### src/rtl/exp_arbiter_pkg.sv
// Shared definitions for the exp-unit arbiter: Q3.12 constants, clog2 and the
// requester tag carried alongside the exp pipeline.
package exp_arbiter_pkg;

   localparam int          DW   = 16;
   localparam int          FRAC = 12;
   localparam logic [15:0] ONE  = 16'd4096;

   // Widest requester id supported (N_REQ up to 8).
   localparam int ID_W = 3;

   function automatic int clog2(input int n);
      int r;
      r = 0;
      while ((1 << r) < n) r++;
      return (r < 1) ? 1 : r;
   endfunction

   typedef struct packed {
      logic            valid;
      logic [ID_W-1:0] id;
   } tag_t;

endpackage

### src/rtl/exp_arbiter_rr.sv
// Combinational round-robin pick: search starts at ptr and wraps; the first
// asserted request wins and the next pointer is the slot after the winner.
module rr_arbiter #(
   parameter int N_REQ = 4,
   parameter int TAG_W = 2
) (
   input  logic [N_REQ-1:0] req,
   input  logic [TAG_W-1:0] ptr,
   output logic [N_REQ-1:0] gnt,
   output logic [TAG_W-1:0] idx,
   output logic [TAG_W-1:0] nxt_ptr,
   output logic             any
);

   logic [TAG_W:0]   cand_w;
   logic [TAG_W-1:0] cand;
   logic [TAG_W:0]   nxt_w;

   always_comb begin
      gnt    = '0;
      idx    = '0;
      any    = 1'b0;
      cand_w = '0;
      cand   = '0;
      for (int k = 0; k < N_REQ; k++) begin
         cand_w = {1'b0, ptr} + (TAG_W+1)'(k);
         if (cand_w >= (TAG_W+1)'(N_REQ)) cand_w = cand_w - (TAG_W+1)'(N_REQ);
         cand = cand_w[TAG_W-1:0];
         if (!any && req[cand]) begin
            any       = 1'b1;
            idx       = cand;
            gnt[cand] = 1'b1;
         end
      end
      nxt_w = {1'b0, idx} + (TAG_W+1)'(1);
      if (nxt_w >= (TAG_W+1)'(N_REQ)) nxt_ptr = '0;
      else                            nxt_ptr = nxt_w[TAG_W-1:0];
   end

endmodule

### src/rtl/exp_arbiter.sv
// Shares one pipelined Q3.12 exp unit among N_REQ requesters, returning each
// result to its owner via a tag pipeline and flagging write-enable mismatches.
module exp_arbiter
   import exp_arbiter_pkg::*;
#(
   parameter int N_REQ   = 4,
   parameter int DW      = 16,
   parameter int EXP_LAT = 3,
   parameter int TAG_W   = clog2(N_REQ)
) (
   input  logic              CLK,
   input  logic              RST,
   input  logic [N_REQ-1:0]  req,
   input  logic [N_REQ*DW-1:0] req_data,
   output logic [N_REQ-1:0]  gnt,
   output logic [DW-1:0]     exp_data,
   input  logic [DW-1:0]     exp_out,
   input  logic              exp_we,
   output logic [N_REQ-1:0]  rsp_valid,
   output logic [DW-1:0]     rsp_data,
   output logic              busy,
   output logic              err
);

   logic [TAG_W-1:0] ptr;
   logic [N_REQ-1:0] arb_gnt;
   logic [TAG_W-1:0] arb_idx;
   logic [TAG_W-1:0] arb_nxt;
   logic             arb_any;

   // Stage 0 is written with the grant; stage EXP_LAT lines up with exp_we.
   tag_t tag_pipe [EXP_LAT+1];
   tag_t tag_out;

   rr_arbiter #(
      .N_REQ (N_REQ),
      .TAG_W (TAG_W)
   ) u_rr (
      .req     (req),
      .ptr     (ptr),
      .gnt     (arb_gnt),
      .idx     (arb_idx),
      .nxt_ptr (arb_nxt),
      .any     (arb_any)
   );

   assign tag_out = tag_pipe[EXP_LAT];

   always_ff @(posedge CLK or negedge RST) begin
      if (!RST) begin
         ptr       <= '0;
         gnt       <= '0;
         exp_data  <= '0;
         rsp_valid <= '0;
         rsp_data  <= '0;
         err       <= 1'b0;
         for (int k = 0; k <= EXP_LAT; k++) tag_pipe[k] <= '0;
      end else begin
         // Issue stage
         gnt <= arb_any ? arb_gnt : '0;
         if (arb_any) begin
            exp_data <= req_data[arb_idx*DW +: DW];
            ptr      <= arb_nxt;
         end
         tag_pipe[0] <= '{valid: arb_any, id: ID_W'(arb_idx)};
         for (int k = 1; k <= EXP_LAT; k++) tag_pipe[k] <= tag_pipe[k-1];

         // Return stage
         if (tag_out.valid && exp_we) begin
            rsp_valid <= N_REQ'(1) << tag_out.id;
            rsp_data  <= exp_out;
         end else begin
            rsp_valid <= '0;
         end
         if (tag_out.valid != exp_we) err <= 1'b1;
      end
   end

   always_comb begin
      busy = 1'b0;
      for (int k = 0; k <= EXP_LAT; k++) busy = busy | tag_pipe[k].valid;
   end

endmodule
### config.mk
export PLATFORM = sky130hd
export DESIGN_NAME = exp_arbiter
export DESIGN_NICKNAME = d
export VERILOG_FILES = /design/src/rtl/exp_arbiter_pkg.sv /design/src/rtl/exp_arbiter_rr.sv /design/src/rtl/exp_arbiter.sv
export SDC_FILE = /design/constraint.sdc
export NUM_CORES = 1
export LEC_CHECK = 0
export CORE_MARGIN = 2
export CORE_UTILIZATION = 45
export DETAILED_ROUTE_END_ITERATION = 6
export PLACE_DENSITY_LB_ADDON = 0.1
export SLEW_MARGIN = 20
export SYNTH_ARGS = -nofsm -noshare
export SYNTH_HDL_FRONTEND = slang
export SYNTH_SLANG_ARGS = --single-unit
### constraint.sdc
create_clock -name CLK -period 6.25 [get_ports CLK]
set_clock_uncertainty 0.2 [all_clocks]
set_input_delay 1.25 -clock CLK [delete_from_list [all_inputs] [get_ports CLK]]
set_output_delay 1.25 -clock CLK [all_outputs]
set_load 0.01 [all_outputs]
==> metrics.txt <==
run status=finished clean; Iteration-0 DRC Markers=about 110; worst IR drop on VDD=between 0.2 and 0.3 mV; final wirelength=8207 um; Synth Area in Simple Gates=~12%; clk slew on worst S/H paths=roughly 0.10 ns; ys flop type=dfrtp_1; Routed Antenna Nets=0; Final Hold Viols=0; Post-synth EDFFs=0; Via-to-Cell Ratio=around 5.5; number of global-route vias before repair=roughly 2800; element type at the critical path start=primary input; nets@finish=between 500 and 600; minimum clock period=4.154 ns; CP required=6.23 ns; WL/cell=~16 um; CTS H-Tree Depth=2; synthesized flop and latch total=55; Syn. warnings=0; layout cells sized above 1=about an eighth; port bufs=about 130; Layout area overhead=42.74%; Setup violations, final=0; Crit-path slowest cell=a21oi_4; CTS Root Cell=clkbuf_8; area leader, netlist=dfrtp_1; Hold Buf Count CTS=0; TritonCTS clock tree=yes; drt drc=0; CTS Buf Count=5; Mapped Area=0.003249 mm^2; worst path cell trace=clkdlybuf4s50_1 -> mux4_2 -> a2111o_1 -> a21oi_4 -> ha_1 -> nand2_1 -> o21ai_0; Yosys cell types=41; post-DP HPWL=around 5700 um; DR top layer=met4; CTS Buffer Depth=2; mux contribution to synthesized area=~15%; Worst setup EP type=flop; num ports=roughly 130; worst-margin pin slew=0.8169 ns; Max Fclk=between 200 and 250 MHz; worst hold path type=flop to flop; Hold Slack=0.1562 ns; # Post-CTS Setup Buffers=0; post-CTS resize count=0; Slowest Stage Delay on Critical Path=about 0.67 ns; largest family of logic cells by synthesized area=compound AO/OA/AOI/OAI gates; # clock sinks=55; final instance count without filler cells=between 500 and 600; Global Route Usage Sum=20.63%; initial antenna violation count=0; top cell type's share of synthesized area=a little over two fifths; Final Wtd Congestion=roughly 0.78; die width=88.98 um; DIE AREA=0.007917 mm^2; PD cells=about 440 mW/mm^2; GR Overflow Total=0; standby leakage power=~0.0019 uW; RSZ-0062 raised after global routing=false; WL met2=4069 um; Mapped Cells=~300; Final TNS setup=0 ns; initial core utilization=47.05%; crit share post-route=between 60% and 70%; DRT met1 WL=3341 um; Pre-antenna DRT Iters=4; CP top delay family=compound AO/OA/AOI/OAI gates; Placed Cells=509; syn avg cell area=10.72 um^2; critical path type=primary input to flop; clk_lat worst skew=about 0.3 ns; die height=between 80 and 90 um; Setup WS post-layout=about 2.1 ns; worst slack at placement=1.771 ns; most instantiated cells after synthesis=dfrtp_1 (55), o21ai_0 (34), nand2_1 (29); sequential fraction of the synthesis area=a little over two fifths; Total Power=around 2000 uW; global-route wire length before repair=roughly 13000 um; max_cap viols=0; routed wl met3=716 um; post-synthesis net count=400; Via Count=between 2000 and 3000; cell with the most instances after synthesis=dfrtp_1; Area contributors post-synth=dfrtp_1 (42%), mux2i_1 (7.1%), mux2_2 (6.2%), o21ai_0 (5.2%), a221oi_2 (4.6%); Synth Area in Compound Gates=approximately 21%; Slew Limit Headroom=45.42%; Adder-Cell Fraction of Synth Area=under 10%; floorplan core area=approximately 0.007 mm^2; Buf/Inv on CP=1; biggest fanout along the worst timing path=34; Post-Synth XOR/XNOR Area=0%; largest net degree at the start of global routing=56; # diodes=0; Reg2Reg Setup Slack=approximately 2.6 ns; ys async rst share=100.0%; Core Rows=30; Slew Viols, Final=0; crit path DAT=between 4 and 5 ns
layout make-up:
class                   instances  area (um^2)
fillers                       574         2268
multi-input cells             221         1710
repair buffers                132         1306
inverters                       5        18.77
clock buffers                   5        68.82
clock inverters                 2        37.54
flip-flops and latches         55         1376
well taps                      96        120.1
routing by layer:
layer  up-vias  track usage, %
met5         -               0
met4         0           5.427
met3         8           5.540
met2       113           36.97
met1      1367           24.53
li1       1345               -
stage by stage:
step	utilization, %	instance area (um^2)
3_3_place_gp	65.62	4532
4_1_cts	67.16	4638
6_report	67.16	4638
2_1_floorplan	-	3249
3_5_place_dp	65.62	4532
5_1_grt	67.16	4638
sequential cells by signal (all words and copies together) (netlist names):
register / flops
rsp_valid: 4
tag_pipe: 9
err: 1
tag_out: 3
exp_data: 16
ptr: 2
gnt: 4
rsp_data: 16
logic make-up (layout without fill, tap and decap cells):
family / count (synthesis) / after routing
buf+inv: 27 / 144
simple gates: 83 / 83
fa+ha+maj: 10 / 10
flops: 55 / 55
compound gates: 85 / 85
mux: 43 / 43
final timing paths:
| path | from | to | cells after the start |
|---|---|---|---|
| worst max-delay path | req[2] | ptr[1]$_DFFE_PN0P_ | 7 |
| worst min-delay path | tag_pipe[13]$_DFF_PN0_ | tag_pipe[9]$_DFF_PN0_ | 0 |
| worst max register to register | ptr[1]$_DFFE_PN0P_ | ptr[1]$_DFFE_PN0P_ | 8 |
| worst min register to register | tag_pipe[13]$_DFF_PN0_ | tag_pipe[9]$_DFF_PN0_ | 0 |
| max in group asynchronous | RST | rsp_data[7]$_DFFE_PN0P_ | 2 |
| min in group asynchronous | RST | rsp_valid[3]$_DFF_PN0_ | 2 |
report_power, final:
part / internal, uW / switching (uW) / leakage [uW] / total, uW
clock: 117 / 116 / 0.0000502 / 233
combinational: 596 / 644 / 0.00116 / 1240
sequential: 482 / 77.0 / 0.000649 / 559
total: 1200 / 837 / 0.00186 / 2030
layout by cell type, fill, tap and decap left out, drive strengths merged, types with 4 or more instances in the layout:
cell type | Yosys | final
nand2b | 4 | 4
nand2 | 29 | 29
inv | 4 | 4
clkdlybuf4s50 | 0 | 127
nor2 | 21 | 21
mux2i | 23 | 23
mux2 | 18 | 18
a21oi | 6 | 6
nor2b | 17 | 17
a221oi | 16 | 16
o21ai | 39 | 39
dfrtp | 55 | 55
buf | 12 | 5
clkbuf | 10 | 5
ha | 10 | 10
o32ai | 16 | 16
Power figures use the tool's default switching activity.
==> RTL edit 1 (same flow settings) <==
Change the parameter `EXP_LAT` from 3 to 2.
--- a/src/rtl/exp_arbiter.sv
+++ b/src/rtl/exp_arbiter.sv
@@ -5,7 +5,7 @@
 #(
    parameter int N_REQ   = 4,
    parameter int DW      = 16,
-   parameter int EXP_LAT = 3,
+   parameter int EXP_LAT = 2,
    parameter int TAG_W   = clog2(N_REQ)
 ) (
    input  logic              CLK,
Formal check against the unedited RTL: not equivalent (Yosys sat finds a counterexample within 10 cycles, from zero or initial values and one cycle with RST low).
==> RTL edit 1 against the original RTL <==
Via count is 4.2% higher; sequential cell count is 3 lower; power is 13% higher; area after synthesis is 1.0% lower; critical endpoint unchanged; routed wire length is 0.68% higher; worst setup slack worse by 370 ps; final area is 0.84% higher; cell count is 4.5% higher.
==> RTL edit 1: results (changes against the original RTL) <==
Worst setup path
  – Crit-path max cell delay: 730 ps (was 670 ps)
  – Worst r2r path cells: 11 (was 8)
  – Crit-path leading delay family: buffers and inverters (was compound AO/OA/AOI/OAI gates)
  – Register-to-register path setup slack: 1730 ps (was 2570 ps)

Final layout
  – Top Registers: exp_data: 16 flops, rsp_data: 16 flops, tag_pipe: 6 flops (was exp_data: 16 flops, rsp_data: 16 flops, tag_pipe: 9 flops)
  – Fin cells: 539 (was 516)

Yosys
  – Seq/Total Area, Yosys: 40.5% (was 42.4%)
  – Commonest cells post-synth: 52 x dfrtp_1, 35 x a21oi_1, 33 x nor3_1 (was 55 x dfrtp_1, 34 x o21ai_0, 29 x nand2_1)
  – Compound-Gate Fraction of Synth Area: 21.5% (was 21.4%)
  – Synth Area in Adders: 3.89% (was 3.85%)
  – Syn Nets: 429 (was 400)
  – Synthesized netlist cell count: 332 (was 303)
  – Mux contribution to synthesized area: 15.0% (was 14.7%)

Placement
  – Placed Instances: 532 (was 509)
  – Hpwl dp: 5880 um (was 5730 um)
  – Place WS: 1810 ps (was 1770 ps)
  – Placer congestion estimate: 0.823 (was 0.776)

Power
  – Net Sw Power: 0.989 mW (was 0.837 mW)
  – Pleak: 1.84 nW (was 1.86 nW)
  – Worst VDD drop: 0.225 mV (was 0.287 mV)

Routing
  – Vias/cell: 5.48 (was 5.49)
  – 1st-iter DRT viols: 237 (was 108)

Global routing
  – First-pass GRT wire length: 13,000 um (was 12,800 um)

Timing
  – Relative slew slack: 45.7% (was 45.4%)
  – Tmin final: 4520 ps (was 4150 ps)

Run status
  – Status: finished clean (unchanged)
RTL edit 1: worst reg2reg max path, stage by stage, from the launching register on:
cell      delay (ps)
dfrtp_1          330
buf_4            380
clkinv_1         650
ha_1             740
mux4_2           470
nor2b_2          140
buf_4            310
o21ai_1          150
o31ai_4           80
buf_4            370
ha_1             310
mux2_1           270
RTL edit 1: layout make-up:
class / instances / area [sq um]
Inverter: 5 / 18.8
Fill cell: 520 / 2190
Clock inverter: 2 / 60.1
Multi-Input combinational cell: 246 / 1790
Sequential cell: 52 / 1300
Tap cell: 96 / 120
Timing Repair Buffer: 133 / 1310
Clock buffer: 5 / 68.8
RTL edit 1: power by group through the flow:
stage | registers, mW | clock network (mW) | logic, mW
after global routing | 0.567 | 0.280 | 1.63
after floorplan | 0.594 | 0 | 1.02
final | 0.549 | 0.263 | 1.49
after global placement | 0.551 | 0 | 1.44
after detailed placement | 0.555 | 0 | 1.47
after CTS | 0.550 | 0.269 | 1.48
RTL edit 1: how the worst min path moves through the flow:
stage	from	to	slack, ps	cells after the start
CTS	tag_pipe[9]$_DFF_PN0_	tag_pipe[5]$_DFF_PN0_	160	0
global route	tag_pipe[4]$_DFF_PN0_	tag_out[0]$_DFF_PN0_	170	0
detailed placement	tag_pipe[5]$_DFF_PN0_	tag_out[1]$_DFF_PN0_	140	0
global placement	tag_pipe[8]$_DFF_PN0_	tag_pipe[4]$_DFF_PN0_	130	0
floorplan	tag_pipe[4]$_DFF_PN0_	tag_out[0]$_DFF_PN0_	130	0
finish	tag_pipe[9]$_DFF_PN0_	tag_pipe[5]$_DFF_PN0_	150	0
RTL edit 1: layer usage:
metal	vias up	GRT usage (%)	share of wire (%)
li1	1442	-	-
met1	1394	26.2	41
met2	109	37.0	51
met3	8	4.57	6.6
met4	0	4.68	0.92
met5	-	0	0
==> RTL edit 2 (same settings) <==
Without the edit above. Make the reset (`RST`) synchronous in one clocked block.
--- a/src/rtl/exp_arbiter.sv
+++ b/src/rtl/exp_arbiter.sv
@@ -46,7 +46,7 @@
 
    assign tag_out = tag_pipe[EXP_LAT];
 
-   always_ff @(posedge CLK or negedge RST) begin
+   always_ff @(posedge CLK) begin
       if (!RST) begin
          ptr       <= '0;
          gnt       <= '0;
Function: differs if RST is asserted again (counterexample within 4 cycles, from zero or initial values and one cycle with RST low); with RST held inactive, the same outputs for 10 cycles.
==> RTL edit 2 against the original RTL <==
Final area shrank 5.2%; sequential cell count unchanged; first-iteration DRC count grew 11%; count of clock-buffer cells in the layout unchanged; via count up 2.2%; critical endpoint is now exp_data[11]$_SDFFE_PN0P_; clock power shrank 12%; area after synthesis decreased by 5.5%; die area fell by 5.3%; synthesized cell count is 12% higher; power shrank 27%; highest routed layer unchanged; worst setup slack got worse by 130 ps; routed wire length is 4.8% lower; largest power group unchanged.
==> RTL edit 2: results (changes against the original RTL) <==
Run status
  – Status: finished clean (unchanged)

Worst setup path
  – Worst Path Max Fanout: 19 (was 34)
  – Crit path DAT: 4250 ps (was 4140 ps)
  – CP max stage cell: mux4_2 (was a21oi_4)

Final layout
  – Layout cells sized above 1: 4.90% (was 12.4%)
  – Top Registers: exp_data: 16 flops, rsp_data: 16 flops, tag_pipe: 12 flops (was exp_data: 16 flops, rsp_data: 16 flops, tag_pipe: 9 flops)
  – Final Net Count: 542 (was 517)
  – N_diodes: 0 (unchanged)
  – Fillers: 578 (was 574)

Yosys
  – Synth warnings: 0 (unchanged)
  – Syn Nets: 434 (was 400)
  – Seq/Total Area, Yosys: 35.9% (was 42.4%)
  – Asr flop ratio synth: 0% (was 100%)
  – Compound-Gate Fraction of Synth Area: 15.2% (was 21.4%)
  – Synth Area in Adders: 2.85% (was 3.85%)
  – Mux contribution to synthesized area: 15.1% (was 14.7%)
  – Commonest cells post-synth: 57 x nand2_1, 55 x dfxtp_1, 35 x mux2i_1 (was 55 x dfrtp_1, 34 x o21ai_0, 29 x nand2_1)
  – Primary FF master, synth: dfxtp_1 (was dfrtp_1)
  – Netlist cell types: 49 (was 41)
  – Xor-xnor portion of the synthesized cell area: 0% (unchanged)
  – Synth top area cells: dfxtp_1 36%, mux2i_1 11%, nand2_1 7.0% (was dfrtp_1 42%, mux2i_1 7.1%, mux2_2 6.2%)

Power
  – Worst VDD drop: 0.192 mV (was 0.287 mV)
  – Pleak: 1.63 nW (was 1.86 nW)

Clock tree
  – Htree depth: 2 (unchanged)
  – Post-CTS setup buffer count: 0 (unchanged)
  – Worst-Skew Late Latency: 310 ps
  – CTS buffer count: 5 (unchanged)
  – Post-CTS Resized: 0 (unchanged)
  – CTS clk-pin slew, worst paths: about 110 ps

Global routing
  – Met3 GRT Util: 4.67% (was 5.54%)
  – Largest net degree at the start of global routing: 37 (was 56)
  – Met1 usage: 26.9% (was 24.5%)
  – GRT Overall Usage: 20.7% (was 20.6%)
  – Grt met2 use: 34.5% (was 37.0%)
  – Initial antenna violation count: 0 (unchanged)
  – Vias in the first global route: 2,754 (was 2,766)
  – First-pass GRT wire length: 12,700 um (was 12,800 um)

Placement
  – Placer congestion estimate: 0.763 (was 0.776)
  – Hpwl dp: 5450 um (was 5730 um)
  – Placed Area: 4300 sq um (was 4530 sq um)
  – Port Buffers: 128 (unchanged)

Routing
  – WL final: 7820 um (was 8210 um)
  – Drt pass-1 iters: 4 (unchanged)
  – Vias/cell: 5.47 (was 5.49)
  – 1st-iter DRT viols: 120 (was 108)

Timing
  – Relative slew slack: 35.2% (was 45.4%)
RTL edit 2: cell count changes in the layout (fill, tap and decap cells not counted), sizes merged, moves of 28 or more:
cell,before,now
dfrtp,55,0
dfxtp,0,55
o21ai,39,3
nand2,29,57
RTL edit 2: worst paths after layout:
kind	slack, ps	from	endpoint	cells past startpoint
max	1960	req[2]	exp_data[11]$_SDFFE_PN0P_	6
min	230	tag_pipe[2][0]$_SDFF_PN0_	tag_pipe[3][0]$_SDFF_PN0_	1
max reg2reg	2350	ptr[0]$_SDFFE_PN0P_	exp_data[11]$_SDFFE_PN0P_	8
min reg2reg	230	tag_pipe[2][0]$_SDFF_PN0_	tag_pipe[3][0]$_SDFF_PN0_	1
RTL edit 2: final cells by class:
cell class / count / area [sq um] / share of cell area, %
clock buffer: 5 / 68.8 / 1.56
sequential: 55 / 1100 / 25.0
tap: 80 / 100 / 2.28
timing repair buffer: 131 / 1300 / 29.6
multi-input combinational: 251 / 1780 / 40.6
clock inverter: 3 / 25.0 / 0.569
inverter: 4 / 15.0 / 0.341
RTL edit 2: per-stage QoR:
stage               cells  setup WS [ps]  util [%]
floorplan             340           2690         -
finish                529           1960      65.8
global route          529           1780      65.8
CTS                   529           1960      65.8
global placement      521           1740      64.4
detailed placement    521           1620      64.4
RTL edit 2: kinds of logic after synthesis:
family          count (synthesis)
compound gates                 57
simple gates                  145
flops                          55
buf+inv                        34
fa+ha+maj                       7
mux                            42
RTL edit 2: power by group:
group / internal (mW) / switching (mW) / leakage, nW
logic: 0.381 / 0.430 / 1.14
registers: 0.419 / 0.0401 / 0.451
clock network: 0.0819 / 0.124 / 0.0452
RTL edit 2: routing by layer:
metal  routed length [um]  share of wire (%)  vias to the layer above
met3                  554                7.1                        8
met2                 3770                 48                      122
met1                 3380                 43                     1326
li1                     -                  -                     1438
met5                    0                  0                        -
met4                  111                1.4                        0
